## src/rtl/ram_pkg.sv

```systemverilog
// Shared definitions for the single-port RAM family: read-during-write policy
// codes, the clear-sequencer state type and an address-width helper.
package ram_pkg;

   // Read-during-write policy codes for the RDW_MODE parameter.
   localparam int unsigned RDW_READ_FIRST  = 0;
   localparam int unsigned RDW_WRITE_FIRST = 1;
   localparam int unsigned RDW_NO_CHANGE   = 2;

   // Clear-sequencer states: INIT zero-fills the array, READY serves accesses.
   typedef enum logic [0:0] {
      StInit  = 1'b0,
      StReady = 1'b1
   } ram_state_e;

   // Address width for a given depth; never below 1 so a 1-word RAM still has a port.
   function automatic int unsigned addr_width(input int unsigned depth);
      return (depth > 1) ? $clog2(depth) : 1;
   endfunction

endpackage

```

## src/rtl/ram_clear_seq.sv

```systemverilog
// Post-reset clear sequencer for ram_sp_param. Walks the address space once,
// one word per cycle, requesting zero writes, then parks in READY. When
// CLEAR_ON_RST is 0 it resets straight into READY and never requests a write.
module ram_clear_seq
   import ram_pkg::*;
#(
   parameter int unsigned DEPTH        = 16,
   parameter int unsigned ADDR_W       = addr_width(DEPTH),
   parameter bit          CLEAR_ON_RST = 1'b1
) (
   input  logic              clk,
   input  logic              rst,
   output logic              init_busy,
   output logic              clr_we,
   output logic [ADDR_W-1:0] clr_addr
);

   localparam ram_state_e        RstState = CLEAR_ON_RST ? StInit : StReady;
   localparam logic [ADDR_W-1:0] LastAddr = ADDR_W'(DEPTH - 1);

   ram_state_e        state_q, state_d;
   logic [ADDR_W-1:0] cnt_q, cnt_d;

   // State and counter register; reset restarts the clear from address 0.
   always_ff @(posedge clk or posedge rst) begin
      if (rst) begin
         state_q <= RstState;
         cnt_q   <= '0;
      end else begin
         state_q <= state_d;
         cnt_q   <= cnt_d;
      end
   end

   // Next state: leave INIT on the cycle that writes the last address.
   always_comb begin
      state_d = state_q;
      cnt_d   = cnt_q;
      unique case (state_q)
         StInit: begin
            if (cnt_q == LastAddr) begin
               state_d = StReady;
               cnt_d   = '0;
            end else begin
               cnt_d = cnt_q + ADDR_W'(1);
            end
         end
         StReady: begin
            state_d = StReady;
         end
         default: begin
            state_d = RstState;
            cnt_d   = '0;
         end
      endcase
   end

   // Outputs: busy and clear-write request are both just "in INIT".
   always_comb begin
      init_busy = (state_q == StInit);
      clr_we    = (state_q == StInit);
      clr_addr  = cnt_q;
   end

endmodule

```

## src/rtl/ram_sp_param.sv

```systemverilog
// Parametrised single-port synchronous RAM with byte enables, selectable
// read-during-write policy, read-valid flag and optional post-reset clear.
// Optional feature macro: RAM_SP_OUTREG_EN adds a second output register
// stage (read latency 2); without it the read latency is 1.
module ram_sp_param
   import ram_pkg::*;
#(
   parameter int unsigned DATA_W       = 8,
   parameter int unsigned DEPTH        = 16,
   parameter int unsigned ADDR_W       = addr_width(DEPTH),
   parameter int unsigned RDW_MODE     = RDW_READ_FIRST,
   parameter bit          CLEAR_ON_RST = 1'b1
) (
   input  logic                clk,
   input  logic                rst,
   input  logic                en,
   input  logic                we,
   input  logic [DATA_W/8-1:0] be,
   input  logic [ADDR_W-1:0]   addr,
   input  logic [DATA_W-1:0]   din,
   output logic [DATA_W-1:0]   dout,
   output logic                dout_vld,
   output logic                init_busy
);

   localparam int unsigned     NumBytes = DATA_W / 8;
   localparam logic [ADDR_W:0] DepthW   = (ADDR_W + 1)'(DEPTH);

   // Elaboration-time sanity checks on the configuration.
   if ((DATA_W % 8) != 0 || DATA_W == 0) begin : g_bad_width
      $error("ram_sp_param: DATA_W must be a non-zero multiple of 8");
   end
   if (RDW_MODE > RDW_NO_CHANGE) begin : g_bad_rdw
      $error("ram_sp_param: unknown RDW_MODE");
   end
   if (DEPTH == 0) begin : g_bad_depth
      $error("ram_sp_param: DEPTH must be at least 1");
   end

   logic [DATA_W-1:0] mem [DEPTH];

   logic              clr_we;
   logic [ADDR_W-1:0] clr_addr;

   logic              acc;
   logic              in_range;
   logic [DATA_W-1:0] rd_word;
   logic [DATA_W-1:0] merged;

   logic              wr_en;
   logic [ADDR_W-1:0] wr_addr;
   logic [DATA_W-1:0] wr_data;

   logic [DATA_W-1:0] s1_dout_q, s1_dout_d;
   logic              s1_vld_q, s1_vld_d;

   ram_clear_seq #(
      .DEPTH        (DEPTH),
      .ADDR_W       (ADDR_W),
      .CLEAR_ON_RST (CLEAR_ON_RST)
   ) u_clear_seq (
      .clk       (clk),
      .rst       (rst),
      .init_busy (init_busy),
      .clr_we    (clr_we),
      .clr_addr  (clr_addr)
   );

   // Access qualification and the old word at addr; out-of-range reads as 0.
   always_comb begin
      acc      = en && !init_busy;
      in_range = ({1'b0, addr} < DepthW);
      rd_word  = '0;
      if (in_range) begin
         rd_word = mem[addr];
      end
   end

   // Byte merge: enabled lanes take din, the rest keep the old word.
   always_comb begin
      merged = rd_word;
      for (int i = 0; i < NumBytes; i++) begin
         if (be[i]) begin
            merged[8*i +: 8] = din[8*i +: 8];
         end
      end
   end

   // Array write mux: the clear sequencer owns the port while it runs.
   always_comb begin
      wr_en   = 1'b0;
      wr_addr = addr;
      wr_data = merged;
      if (clr_we) begin
         wr_en   = 1'b1;
         wr_addr = clr_addr;
         wr_data = '0;
      end else if (acc && we && in_range) begin
         wr_en = 1'b1;
      end
   end

   // Array storage; contents are deliberately not reset.
   always_ff @(posedge clk) begin
      if (wr_en && !rst) begin
         mem[wr_addr] <= wr_data;
      end
   end

   // First output stage next-state: read data and valid per the RDW policy.
   always_comb begin
      s1_dout_d = s1_dout_q;
      s1_vld_d  = 1'b0;
      if (acc) begin
         if (!we) begin
            s1_dout_d = rd_word;
            s1_vld_d  = 1'b1;
         end else if (RDW_MODE == RDW_READ_FIRST) begin
            s1_dout_d = rd_word;
            s1_vld_d  = 1'b1;
         end else if (RDW_MODE == RDW_WRITE_FIRST) begin
            // A dropped out-of-range write still reads back as 0.
            s1_dout_d = in_range ? merged : '0;
            s1_vld_d  = 1'b1;
         end else begin
            s1_dout_d = s1_dout_q;
            s1_vld_d  = 1'b0;
         end
      end
   end

   // First output stage register.
   always_ff @(posedge clk or posedge rst) begin
      if (rst) begin
         s1_dout_q <= '0;
         s1_vld_q  <= 1'b0;
      end else begin
         s1_dout_q <= s1_dout_d;
         s1_vld_q  <= s1_vld_d;
      end
   end

`ifdef RAM_SP_OUTREG_EN
   logic [DATA_W-1:0] s2_dout_q;
   logic              s2_vld_q;

   // Second output stage: pure delay, so holds and valids propagate as-is.
   always_ff @(posedge clk or posedge rst) begin
      if (rst) begin
         s2_dout_q <= '0;
         s2_vld_q  <= 1'b0;
      end else begin
         s2_dout_q <= s1_dout_q;
         s2_vld_q  <= s1_vld_q;
      end
   end

   assign dout     = s2_dout_q;
   assign dout_vld = s2_vld_q;
`else
   assign dout     = s1_dout_q;
   assign dout_vld = s1_vld_q;
`endif

endmodule

```

## config.mk

```make
export PLATFORM = sky130hd
export DESIGN_NAME = ram_sp_param
export DESIGN_NICKNAME = d
export VERILOG_FILES = /design/src/rtl/ram_pkg.sv /design/src/rtl/ram_clear_seq.sv /design/src/rtl/ram_sp_param.sv
export SDC_FILE = /design/constraint.sdc
export NUM_CORES = 1
export LEC_CHECK = 0
export BUFFER_PORTS_ARGS = -buffer_cell sky130_fd_sc_hd__clkbuf_2
export CORE_ASPECT_RATIO = 1.25
export CORE_MARGIN = 5
export CORE_UTILIZATION = 40
export CTS_BUF_LIST = sky130_fd_sc_hd__clkbuf_8 sky130_fd_sc_hd__clkbuf_16
export CTS_CLUSTER_SIZE = 40
export DETAILED_ROUTE_END_ITERATION = 12
export SLEW_MARGIN = 0
export SYNTH_ARGS = -nofsm -noshare
export SYNTH_HDL_FRONTEND = slang
export SYNTH_SLANG_ARGS = --single-unit
export TNS_END_PERCENT = 20
```

## constraint.sdc

```tcl
create_clock -name clk -period 2.42 [get_ports clk]
set_input_delay 0.242 -clock clk [delete_from_list [all_inputs] [get_ports clk]]
set_output_delay 0.242 -clock clk [all_outputs]
set_load 0.05 [all_outputs]
```

# ---- Word-level counts from Yosys, hierarchy flattened
# Memory sizes are Yosys's and may differ from the RTL's.
# Index checks and enable logic that the tools add are counted.
dict set report word_totals {
  reg_bits 14
  memories 1
  rom_bits 0
  latch_bits 0
  output_inout_bits 10
  ram_bits 128
}
# name words width rd rd_ports_with_merged_regs write_ports line_no
set memory_table {}
lappend memory_table {mem 16 8 1 0 1 ram_sp_param.sv:40} ;# logic [DATA_W-1:0] mem [DEPTH];
dict set report classes {
  eq_ne 1
  n_reduce_logical 4
  addsub 1
  n_mul 0
  mux 11
  div 0
  bitwise_logic 1
  shift 0
  order_cmp 0
}
# operator n
set ops {}
lappend ops {{$mux 8} 2}
lappend ops {{$mux 4} 2}
lappend ops {{$mux 1} 6}
lappend ops {{$add 4x1->4 const B} 1}
lappend ops {{$eq 4x4->1 const B} 1}
lappend ops {{$logic_and 1x1->1} 3}
lappend ops {{$pmux 1 s2} 1}
lappend ops {{$logic_not 1->1} 1}
lappend ops {{$not 1->1} 1}

# ---- Depth between registers and ports, before layout
dict set report logic_depth {
  depth_word 7
  ltp_mapped 7
}

# ---- Hierarchy
# Synthesis repeated with hierarchy kept, for this count alone.
dict set report unflattened {
  cells_unflattened 328
  hier_area_um2 5848.1
}
# mod cells_per_inst area_each_um2 seq_area_each_um2 instances
set modules_own_cells {}
lappend modules_own_cells {ram_sp_param 307 5619.1 4068.9 1}
lappend modules_own_cells {ram_clear_seq 21 229.0 125.1 1}

# ---- Worst setup path before layout
# OpenSTA, ideal clock, no wires.
dict set report synth_path {
  path_kind {input to register}
  from {input addr[0]}
  to {memory mem[0][0], data pin}
  cell_stages 6
  t_required_ns 2.129
  arrival_time_ns 1.703
  setup_slack_ns 0.425
  path_cell_list {buf_4 > buf_4 > mux2i_1 > a221o_1 > a2bb2oi_2 > a21oi_1}
}
dict set report synth_between {
  elab_chain_cells 3
}
# item line_no
set synth_rtl {}
lappend synth_rtl {{start, declared} ram_sp_param.sv:19} ;# input logic [ADDR_W-1:0] addr,
lappend synth_rtl {{$mem_v2 16x8} -}
lappend synth_rtl {{$mux 8} ram_sp_param.sv:83} ;# if (be[i]) begin
lappend synth_rtl {{$mux 8} ram_sp_param.sv:94} ;# if (clr_we) begin
lappend synth_rtl {{named net wr_data[0]} ram_sp_param.sv:52} ;# logic [DATA_W-1:0] wr_data;
lappend synth_rtl {{end, declared} ram_sp_param.sv:40}
# The timed path passes the listed nets, and every way through them passes these cells.

# ---- Final worst setup path
dict set report layout_path {
  from {register u_clear_seq.state_q}
  to {memory mem[10][7] (enable)}
}
dict set report layout_between {
  elab_chain_cells 7
  elab_cells_between_ends 8
  classes_between {5 x mux; 3 x reduce/logical}
}
# item line_no
set layout_rtl {}
lappend layout_rtl {{start, declared} ram_clear_seq.sv:21} ;# ram_state_e state_q, state_d;
lappend layout_rtl {{start signal, assigned} ram_clear_seq.sv:27} ;# state_q <= RstState;
lappend layout_rtl {{start signal, assigned} ram_clear_seq.sv:30} ;# state_q <= state_d;
lappend layout_rtl {{$logic_and 1x1->1} ram_sp_param.sv:71} ;# acc = en && !init_busy;
lappend layout_rtl {{$logic_and 1x1->1} ram_sp_param.sv:98} ;# end else if (acc && we && in_range) begin
lappend layout_rtl {{$mux 1} ram_sp_param.sv:98}
lappend layout_rtl {{$mux 1} ram_sp_param.sv:94}
lappend layout_rtl {{$logic_and 1x1->1} ram_sp_param.sv:105} ;# if (wr_en && !rst) begin
lappend layout_rtl {{$mux 1} ram_sp_param.sv:105}
lappend layout_rtl {{$mux 1 (not written as such)} ram_sp_param.sv:106} ;# mem[wr_addr] <= wr_data;
# Several ways; a longest one is shown, not always the timed one.

==> flow_metrics.py <==
metrics = {
    "global_route": {
        "grt_max_degree": 18,
        "busiest_layer": "met2",
        "grt_first_pass_wirelength_um": 19200,
        "grt_use_met2_pct": 26.1,
        "grt_util_met3_pct": 4.20,
        "grt_pass1_vias": 3295,
        "grt_use_total_pct": 15.4,
        "grt_overflow_total": 0,
        "grtUsageMet1_pct": 18.1,
        "antenna_found_initial": 0,
    },
    "floorplan": {
        "core_um2": 14300,
        "die-area_um2": 17100,
        "chipHeight_um": 145,
        "ios": 27,
        "start_util_pct": 40.5,
        "rows": 49,
        "die_x_um": 118,
    },
    "setup_path": {
        "criticalPathCategory": "flop to flop",
        "r2r_slack_ps": 200,
        "rr_endpoint": "mem[10][7]$_DFFE_PP_",
        "worstPathRequired_ps": 2450,
        "path_cells": "buf_4 -> mux2i_1 -> nand2_1 -> nor2_1",
        "slowest_stage": "nor2_1",
        "startpoint_type": "flop",
        "cp_max_fo": 8,
        "cp.arrival_ps": 2250,
        "reg2reg_from": "u_clear_seq.state_q$_DFF_PP0_",
        "critical_path.endpoint_type": "flop",
        "slowest_delay_ps": 770,
        "r2r_cells": 4,
    },
    "sta": {
        "post-route-period-util_pct": 91.6,
        "hold_viol": 0,
        "fin_tns_setup_ps": 0,
        "fin_crit_ps": 2220,
        "finClkSkew_ps": 9.65,
        "worst_slew_pin_slew_ps": 1090,
        "rsz0062_at_grt": "no",
        "finalSetupViolCount": 0,
        "slew_headroom_pct": 27.4,
        "slew_violations": 0,
        "clock.fmax_mhz": 451,
    },
    "min_path": {
        "min_to": "dout_vld$_DFF_PP0_",
        "hold_class": "input port to flop",
        "hold_start": "en",
        "hold_path_depth": 3,
    },
    "cts": {
        "worstSkewPairLatency_ps": 420,
        "cts_buffer_depth": 2,
        "cts_tree": "done",
        "cts_sinks": 142,
        "htreeDepth": 4,
        "cts_buffers": 17,
        "clk_pin_slew_worst_paths_ps": 70,
        "cts-root-buf": "clkbuf_16",
    },
    "synth": {
        "synth_cell_types": 36,
        "ys_seq_elements": 142,
        "ys_warn_count": 0,
        "yosysSeqAreaShare_pct": 72.1,
        "synth_area_um2": 5820,
        "avgSynthCellArea_um2": 18.1,
        "syn_inst": 321,
        "syn-num-nets": 339,
    },
    "cells_and_area": {
        "syn_to_final_growth_pct": 21.4,
        "num-nets-final": 412,
        "mostFrequentLayoutCells": "edfxtp_1, buf_4, nor2_1, clkbuf_2, nand2_1",
        "final_core_util_pct": 49.2,
        "insertedDiodeCount": 0,
        "drive_gt1_share_pct": 31.9,
        "layout_commonest_cell": "edfxtp_1",
    },
    "power_and_ir_drop": {
        "ir_drop_uv": 513,
        "finalPower_mw": 5.68,
        "pwr_density_cell_nw_per_um2": 804,
        "leakage_nw": 2.56,
    },
    "job": {
        "cap_violations": 0,
    },
    "routing": {
        "firstDrtPassIters": 4,
        "wl_per_cell_um": 21.3,
        "vias_per_cell": 5.40,
        "wirelength_um": 12500,
        "antenna_left": 0,
        "vias": 3158,
        "drc": 0,
        "drt_iter0_markers": 218,
    },
    "placement": {
        "place_congestion": 0.765,
        "hpwlAfterDp_um": 8510,
        "numPortBuffers": 26,
    },
    "run_status": {
        "status": "complete, no violations",
    },
}
state kept, by name, indices dropped and copies added, names as in the netlist:
register              cells
u_clear_seq.clr_addr      4
dout                      8
mem                     128
dout_vld                  1
u_clear_seq.state_q       1
synth_stat cells (all sizes together):
cell type	number	area [um^2]
nand4b	1	8.76
buf	13	85.1
ha	1	12.5
and2	1	6.26
mux2i	17	170
o32a	1	10.0
a31oi	1	6.26
nor2	26	97.6
and3	1	6.26
nor3	1	5.00
a21oi	12	60.1
o31ai	1	7.51
nand4	1	6.26
edfxtp	128	3840
mux2	10	113
a32oi	1	8.76
xnor2	1	8.76
a221o	8	80.1
or2	1	6.26
nand2b	1	6.26
o21ai	18	90.1
a2bb2oi	8	114
dfrtp	14	350
inv	5	18.8
clkbuf	5	18.8
nand3	1	5.00
nor2b	1	6.26
nand2	18	67.6
mux4	24	597
worst max path at each step:
stage,startpoint,endpoint,slack (ps)
2_1_floorplan,addr[0],mem[0][0]$_DFFE_PP_,430
3_3_place_gp,addr[1],mem[11][6]$_DFFE_PP_,50
3_5_place_dp,addr[1],mem[15][2]$_DFFE_PP_,-80
4_1_cts,u_clear_seq.state_q$_DFF_PP0_,mem[10][7]$_DFFE_PP_,170
5_1_grt,u_clear_seq.state_q$_DFF_PP0_,mem[10][7]$_DFFE_PP_,30
6_report,u_clear_seq.state_q$_DFF_PP0_,mem[10][7]$_DFFE_PP_,200
where the power goes:
part           leakage (nW)  internal, mW  switching [mW]  total (mW)
clock                 0.279          1.37            1.12        2.49
sequential             1.32          2.73          0.0108        2.74
combinational         0.960         0.173           0.270       0.443
total                  2.56          4.27            1.40        5.68
metal layers:
layer | part of all wire (%) | vias to the layer above
met3 | 5.8 | 22
met5 | 0 | -
met4 | 3.4 | 0
met1 | 41 | 1582
met2 | 50 | 107
li1 | - | 1447
worst max-delay path: cells and delay by family, from the launching register on:
family / cells / cell delay (ps)
buf+inv: 1 / 200
flops: 1 / 470
mux: 1 / 230
simple gates: 2 / 920
layout make-up:
type                    count  area, um^2
fillers                  1190        7290
multi-input cells         156        1500
flip-flops and latches    142        4190
inverters                   5        18.8
clock inverters            15         148
well taps                 178         223
repair buffers             72         553
clock buffers              17         425
through the flow:
step           worst slack (ps)  instance area [um^2]  hold slack [ps]  cells
2_1_floorplan               425                  5820              131    321
3_3_place_gp               51.8                  6480              315    552
3_5_place_dp              -81.0                  6480              339    552
4_1_cts                     167                  7060              382    585
5_1_grt                    26.9                  7060              476    585
6_report                    204                  7060              394    585
what timing repair did:
item,4_1_cts,5_1_grt
hold buffers,1,0
buffers inserted,0,0
setup endpoints to repair,0,0
gates resized for setup,0,0
hold endpoints to repair,14,0
cells by family after synthesis:
family | Yosys count | synth area share, %
DFF | 142 | 72.1
and+or+nand+nor | 53 | 3.81
buffers and inverters | 23 | 2.11
AOI/OAI and AO/OA | 50 | 6.48
muxes | 51 | 15.1
adders and majority gates | 1 | 0.215
xor gates and xnor gates | 1 | 0.151
Power figures use the tool's default switching activity.
